<file path="config.mk">
export PLATFORM = sky130hd
export DESIGN_NAME = abp_receiver_ctrl
export DESIGN_NICKNAME = d
export VERILOG_FILES = /design/src/rtl/abp_pkg.sv /design/src/rtl/abp_sat_counter.sv /design/src/rtl/abp_receiver_ctrl.sv
export SDC_FILE = /design/constraint.sdc
export NUM_CORES = 1
export LEC_CHECK = 0
export ABC_CLOCK_PERIOD_IN_PS = 2700
export BUFFER_PORTS_ARGS = -buffer_cell sky130_fd_sc_hd__buf_2
export CORE_UTILIZATION = 54
export CTS_BUF_LIST = sky130_fd_sc_hd__clkbuf_16
export CTS_CLUSTER_DIAMETER = 150
export DETAILED_ROUTE_END_ITERATION = 12
export GPL_ROUTABILITY_DRIVEN = 0
export PLACE_DENSITY = 0.85
export SYNTH_ARGS = -nofsm -noshare
export SYNTH_HDL_FRONTEND = slang
export SYNTH_SLANG_ARGS = --single-unit
export TNS_END_PERCENT = 1
</file>
<file path="constraint.sdc">
create_clock -name aclk -period 2.7 [get_ports aclk]
set_input_delay 0.27 -clock aclk [delete_from_list [all_inputs] [get_ports aclk]]
set_output_delay 0.27 -clock aclk [all_outputs]
set_load 0.02 [all_outputs]
</file>
<file path="src/rtl/abp_pkg.sv">
// Shared definitions for the ABP receive-side controller.
// ACK framing constants and the controller state type.
package abp_pkg;

    localparam logic [7:0] ACK_MAGIC = 8'hAC;
    localparam int         ACK_LEN   = 2;

    typedef enum logic [3:0] {
        IDLE    = 4'd0,
        DELIVER = 4'd1,
        ACK_HDR = 4'd2,
        ACK_SEQ = 4'd3,
        RELEASE = 4'd4
    } abp_rx_ctrl_state_t;

endpackage

</file>
<file path="src/rtl/abp_sat_counter.sv">
// Saturating event counter with registered output.
// Holds at all-ones instead of wrapping.
module abp_sat_counter #(
    parameter int W = 16
) (
    input  logic         aclk,
    input  logic         aresetn,
    input  logic         inc,
    output logic [W-1:0] count
);

    logic [W-1:0] count_q;
    logic [W-1:0] count_d;

    // Next count: bump on inc unless already saturated
    always_comb begin
        count_d = count_q;
        if (inc && (count_q != {W{1'b1}})) begin
            count_d = count_q + 1'b1;
        end
    end

    // Count register
    always_ff @(posedge aclk or negedge aresetn) begin
        if (!aresetn) begin
            count_q <= '0;
        end else begin
            count_q <= count_d;
        end
    end

    assign count = count_q;

endmodule

</file>
<file path="src/rtl/abp_receiver_ctrl.sv">
// Receive-side ABP sequencer: delivers new payloads, ACKs every
// packet on AXI-Stream, releases the receiver, aborts stalled packets.
module abp_receiver_ctrl
    import abp_pkg::*;
#(
    parameter int RX_TIMEOUT = 1024,
    parameter int CNT_W      = 16
) (
    input  logic             aclk,
    input  logic             aresetn,
    input  logic             rx_busy,
    input  logic             rx_done,
    input  logic [63:0]      rx_value,
    input  logic             rx_seq,
    output logic             expected_bit,
    output logic             rx_release,
    output logic             rx_abort,
    output logic             out_valid,
    input  logic             out_ready,
    output logic [63:0]      out_data,
    output logic             m_axis_tvalid,
    input  logic             m_axis_tready,
    output logic [7:0]       m_axis_tdata,
    output logic             m_axis_tlast,
    output logic [CNT_W-1:0] accept_cnt,
    output logic [CNT_W-1:0] dup_cnt,
    output logic [CNT_W-1:0] abort_cnt
);

    localparam int WD_W = $clog2(RX_TIMEOUT + 1);

    abp_rx_ctrl_state_t state_q, state_d;
    logic            exp_q, exp_d;
    logic            seq_q, seq_d;
    logic            new_q, new_d;
    logic [63:0]     data_q, data_d;
    logic [WD_W-1:0] wd_q, wd_d;
    logic            rel_q, rel_d;
    logic            abt_q, abt_d;
    logic            ov_q, ov_d;
    logic            tv_q, tv_d;
    logic [7:0]      td_q, td_d;
    logic            tl_q, tl_d;
    logic            inc_acc, inc_dup, inc_abt;

    // Sequencing, watchdog and next-cycle output values
    always_comb begin
        state_d = state_q;
        exp_d   = exp_q;
        seq_d   = seq_q;
        new_d   = new_q;
        data_d  = data_q;
        wd_d    = '0;
        abt_d   = 1'b0;
        inc_acc = 1'b0;
        inc_dup = 1'b0;
        inc_abt = 1'b0;
        unique case (state_q)
            IDLE: begin
                if (rx_done) begin
                    data_d  = rx_value;
                    seq_d   = rx_seq;
                    new_d   = (rx_seq == exp_q);
                    state_d = (rx_seq == exp_q) ? DELIVER : ACK_HDR;
                end else if (wd_q == WD_W'(RX_TIMEOUT)) begin
                    abt_d   = 1'b1;
                    inc_abt = 1'b1;
                end else if (rx_busy) begin
                    wd_d = wd_q + 1'b1;
                end
            end
            DELIVER: begin
                if (out_ready) state_d = ACK_HDR;
            end
            ACK_HDR: begin
                if (m_axis_tready) state_d = ACK_SEQ;
            end
            ACK_SEQ: begin
                if (m_axis_tready) begin
                    state_d = RELEASE;
                    if (new_q) begin
                        exp_d   = ~exp_q;
                        inc_acc = 1'b1;
                    end else begin
                        inc_dup = 1'b1;
                    end
                end
            end
            RELEASE: state_d = IDLE;
            default: state_d = IDLE;
        endcase
        ov_d  = (state_d == DELIVER);
        tv_d  = (state_d == ACK_HDR) || (state_d == ACK_SEQ);
        tl_d  = (state_d == ACK_SEQ);
        rel_d = (state_d == RELEASE);
        td_d  = 8'h00;
        if (state_d == ACK_HDR) td_d = ACK_MAGIC;
        if (state_d == ACK_SEQ) td_d = {7'b0, seq_d};
    end

    // State and registered outputs
    always_ff @(posedge aclk or negedge aresetn) begin
        if (!aresetn) begin
            state_q <= IDLE;
            exp_q   <= 1'b0;
            seq_q   <= 1'b0;
            new_q   <= 1'b0;
            data_q  <= '0;
            wd_q    <= '0;
            rel_q   <= 1'b0;
            abt_q   <= 1'b0;
            ov_q    <= 1'b0;
            tv_q    <= 1'b0;
            td_q    <= '0;
            tl_q    <= 1'b0;
        end else begin
            state_q <= state_d;
            exp_q   <= exp_d;
            seq_q   <= seq_d;
            new_q   <= new_d;
            data_q  <= data_d;
            wd_q    <= wd_d;
            rel_q   <= rel_d;
            abt_q   <= abt_d;
            ov_q    <= ov_d;
            tv_q    <= tv_d;
            td_q    <= td_d;
            tl_q    <= tl_d;
        end
    end

    abp_sat_counter #(.W(CNT_W)) u_acc (
        .aclk    (aclk),
        .aresetn (aresetn),
        .inc     (inc_acc),
        .count   (accept_cnt)
    );

    abp_sat_counter #(.W(CNT_W)) u_dup (
        .aclk    (aclk),
        .aresetn (aresetn),
        .inc     (inc_dup),
        .count   (dup_cnt)
    );

    abp_sat_counter #(.W(CNT_W)) u_abt (
        .aclk    (aclk),
        .aresetn (aresetn),
        .inc     (inc_abt),
        .count   (abort_cnt)
    );

    assign expected_bit  = exp_q;
    assign rx_release    = rel_q;
    assign rx_abort      = abt_q;
    assign out_valid     = ov_q;
    assign out_data      = data_q;
    assign m_axis_tvalid = tv_q;
    assign m_axis_tdata  = td_q;
    assign m_axis_tlast  = tl_q;

endmodule
</file>
==> reports/metrics.cfg <==
[critical_path]
required_ns = 2.98
critical_path_class = reg -> reg
crit_fanout = 16
cp.arrival_ns = 2.40
crit_slowest_cell = dfrtp_1
path_cells = nor4_4 > nand4_2 > nor2_1 > mux2_2
startpoint_type = flip-flop
end_kind = flip-flop
slowest_delay_ns = 0.48

[power]
power.total_uw = 7690
ir_worst_vdd_v = 0.000660
leakagePower_uw = 0.00389
p_per_area_mw_per_mm2 = 1010

[outcome]
violations = negative hold slack
status = finished, violations left

[floorplanning]
start_util_pct = 56.5
chipWidth_um = 107
rows = 37
die-area_sq_mm = 0.0114
fp.coreArea_sq_mm = 0.0105
io_pins = 197
die_h_um = 107

[timing]
holdWs_ns = -0.0293
fmax_ghz = 0.472
worst_slew_pin_slew_ns = 0.966
min_period_ns = 2.12
slew_viol_final = 0
skew_ns = 0.00688
finalCritPeriodShare_pct = 78.5
finalHoldViolCount = 9
setup_viol = 0
relSlewSlack_pct = 35.6
tns_ns = 0
rsz0062_at_grt = no

[finish]
fin_cells = 812
num-fill-cells = 731
mostFrequentLayoutCells = 192 x buf_2, 137 x dfrtp_1, 68 x mux2_2
regArea_sq_mm = 0.00343
nNetsFinal = 739
final_area_sq_mm = 0.00765
drive_gt1_share_pct = 44.9
multiInputGateArea_sq_mm = 0.00233
layout_commonest_cell = buf_2
area_growth_pct = 28.9

[route]
drt-pass1-iter-count = 4
viasPerCell = 5.40
vias = 4386
drc = 0
wl_per_cell_um = 16.8
drt_iter0_drc = 253
finalWirelength_um = 13700
antenna_left = 0

[placement]
dp_cells = 780
place_area_sq_mm = 0.00699
dp_hpwl_um = 9910
numPortBuffers = 193

[synth]
synth_xor_area_share_pct = 8.41
ys_ff_latch = 137
synth_compound_area_share_pct = 0.738
syn_inst = 463
ys.flop_type = dfrtp_1
syn_area_sq_mm = 0.00594
syn_avg_cell_area_sq_um = 12.8
synth_fa_ha_area_share_pct = 1.05
synth_warnings = 0
synthMuxAreaShare_pct = 12.9
synth_top_family_by_area = simple AND/OR/NAND/NOR gates
synth_edf_count = 0
synth_simple_gate_area_share_pct = 15.9
seq_area_frac_synth_pct = 57.8
synth_cell_types = 43
async_reset_ff_share_pct = 100

[global_routing]
grt_pass1_wl_um = 21600
grt_max_degree = 108
grt_usage_pct = 24.7
gr-total-overflow = 0
grt_pass1_vias = 4383
grt_antenna_before_repair = 2

[clocking]
cts_root_buffer = clkbuf_16
clk_path_buf_depth = 2
worstSkewPairLatency_ns = 0.40
cts-resized-gates = 0
ctsHoldBuffers = 0
clk_pin_slew_ns = 0.06
cts_tree = built
postCtsSetupBuffers = 0
cts_buffers = 17
numClockSinks = 137
h-tree-depth = 4

[run]
cap_viol_max_count = 0

[min_path]
hp-class = in -> async

==> per-stage QoR <==
stage / utilization, % / worst slack [ns]
6_report: 72.8 / 0.580
5_1_grt: 72.8 / 0.441
4_1_cts: 72.8 / 0.575
3_5_place_dp: 66.5 / 0.573
3_3_place_gp: 66.5 / 0.679
2_1_floorplan: - / 0.948
==> logic make-up after synthesis <==
kind of cell	after synthesis
multiplexers	68
flip-flops	137
AO/OA/AOI/OAI	6
buffers and inverters	31
AND/OR/NAND/NOR	158
other	1
adder cells (fa/ha/maj)	5
XOR/XNOR	57
==> sequential cells by signal (all words and copies together) (netlist names), 2 cells and up <==
signal and flops:
state_q 4, m_axis_tdata 2, u_acc.count 16, out_data 64, wd_q 11, u_dup.count 16, u_abt.count 16
==> per-layer routing <==
metal | vias up | wire length, um | global-route usage (%)
met3 | 21 | 677 | 4.92
li1 | 2053 | - | -
met4 | 2 | 323 | 12.2
met5 | - | 10 | 0
met1 | 2163 | 5410 | 28.5
met2 | 147 | 7260 | 43.6
==> Yosys cell counts, types with 2 or more instances <==
library cell,n,area (sq um)
and2_1,2,12.5
and3_1,9,56.3
and4_1,5,43.8
buf_1,2,7.51
buf_2,3,15.0
buf_4,9,67.6
buf_6,5,56.3
dfrtp_1,137,3430
ha_1,5,62.6
inv_1,11,41.3
mux2_2,68,766
nand2_1,15,56.3
nand3_1,21,105
nand4_1,28,175
nand4b_1,2,17.5
nor2_1,22,82.6
nor3_1,22,110
nor3b_1,4,30.0
nor4_1,9,56.3
nor4_2,2,25.0
nor4_4,2,42.5
nor4b_1,2,17.5
or3_1,2,12.5
or4_1,2,15.0
xnor2_1,20,175
xor2_1,37,324
==> critical path, delay by kind of cell, from the launching register on <==
kind	cells	cell delay, ns
flops	1	0.48
simple gates	3	1.16
mux	1	0.36
==> power breakdown <==
part,leakage (uW),internal (uW),switching (uW)
Combinational,0.00183,908,1300
Sequential,0.00174,2610,319
Clock,0.000318,1720,835
Total,0.00389,5240,2450
==> layout make-up <==
cell class                 instances  share of cell area [%]
antenna                            1                  0.0327
clock buffer                      17                    5.56
clock inverter                    14                    3.01
inverter                          11                   0.540
multi-input combinational        298                    30.5
sequential                       137                    44.8
tap                              136                    2.22
timing repair buffer             198                    13.4
==> final timing paths <==
check	startpoint	endpoint	slack, ns	cells after the start
setup / recovery	state_q[1]	u_abt.count[1]	0.58	4
hold / removal	aresetn	out_data[42]	-0.03	1
setup reg to reg	state_q[1]	u_abt.count[1]	0.58	4
hold reg to reg	u_abt.count[15]	u_abt.count[15]	0.49	1
max in group asynchronous	aresetn	out_data[17]	1.85	2
min in group aclk	out_ready	out_valid	0.09	2
Note: power is estimated with default switching activity, not from simulation.
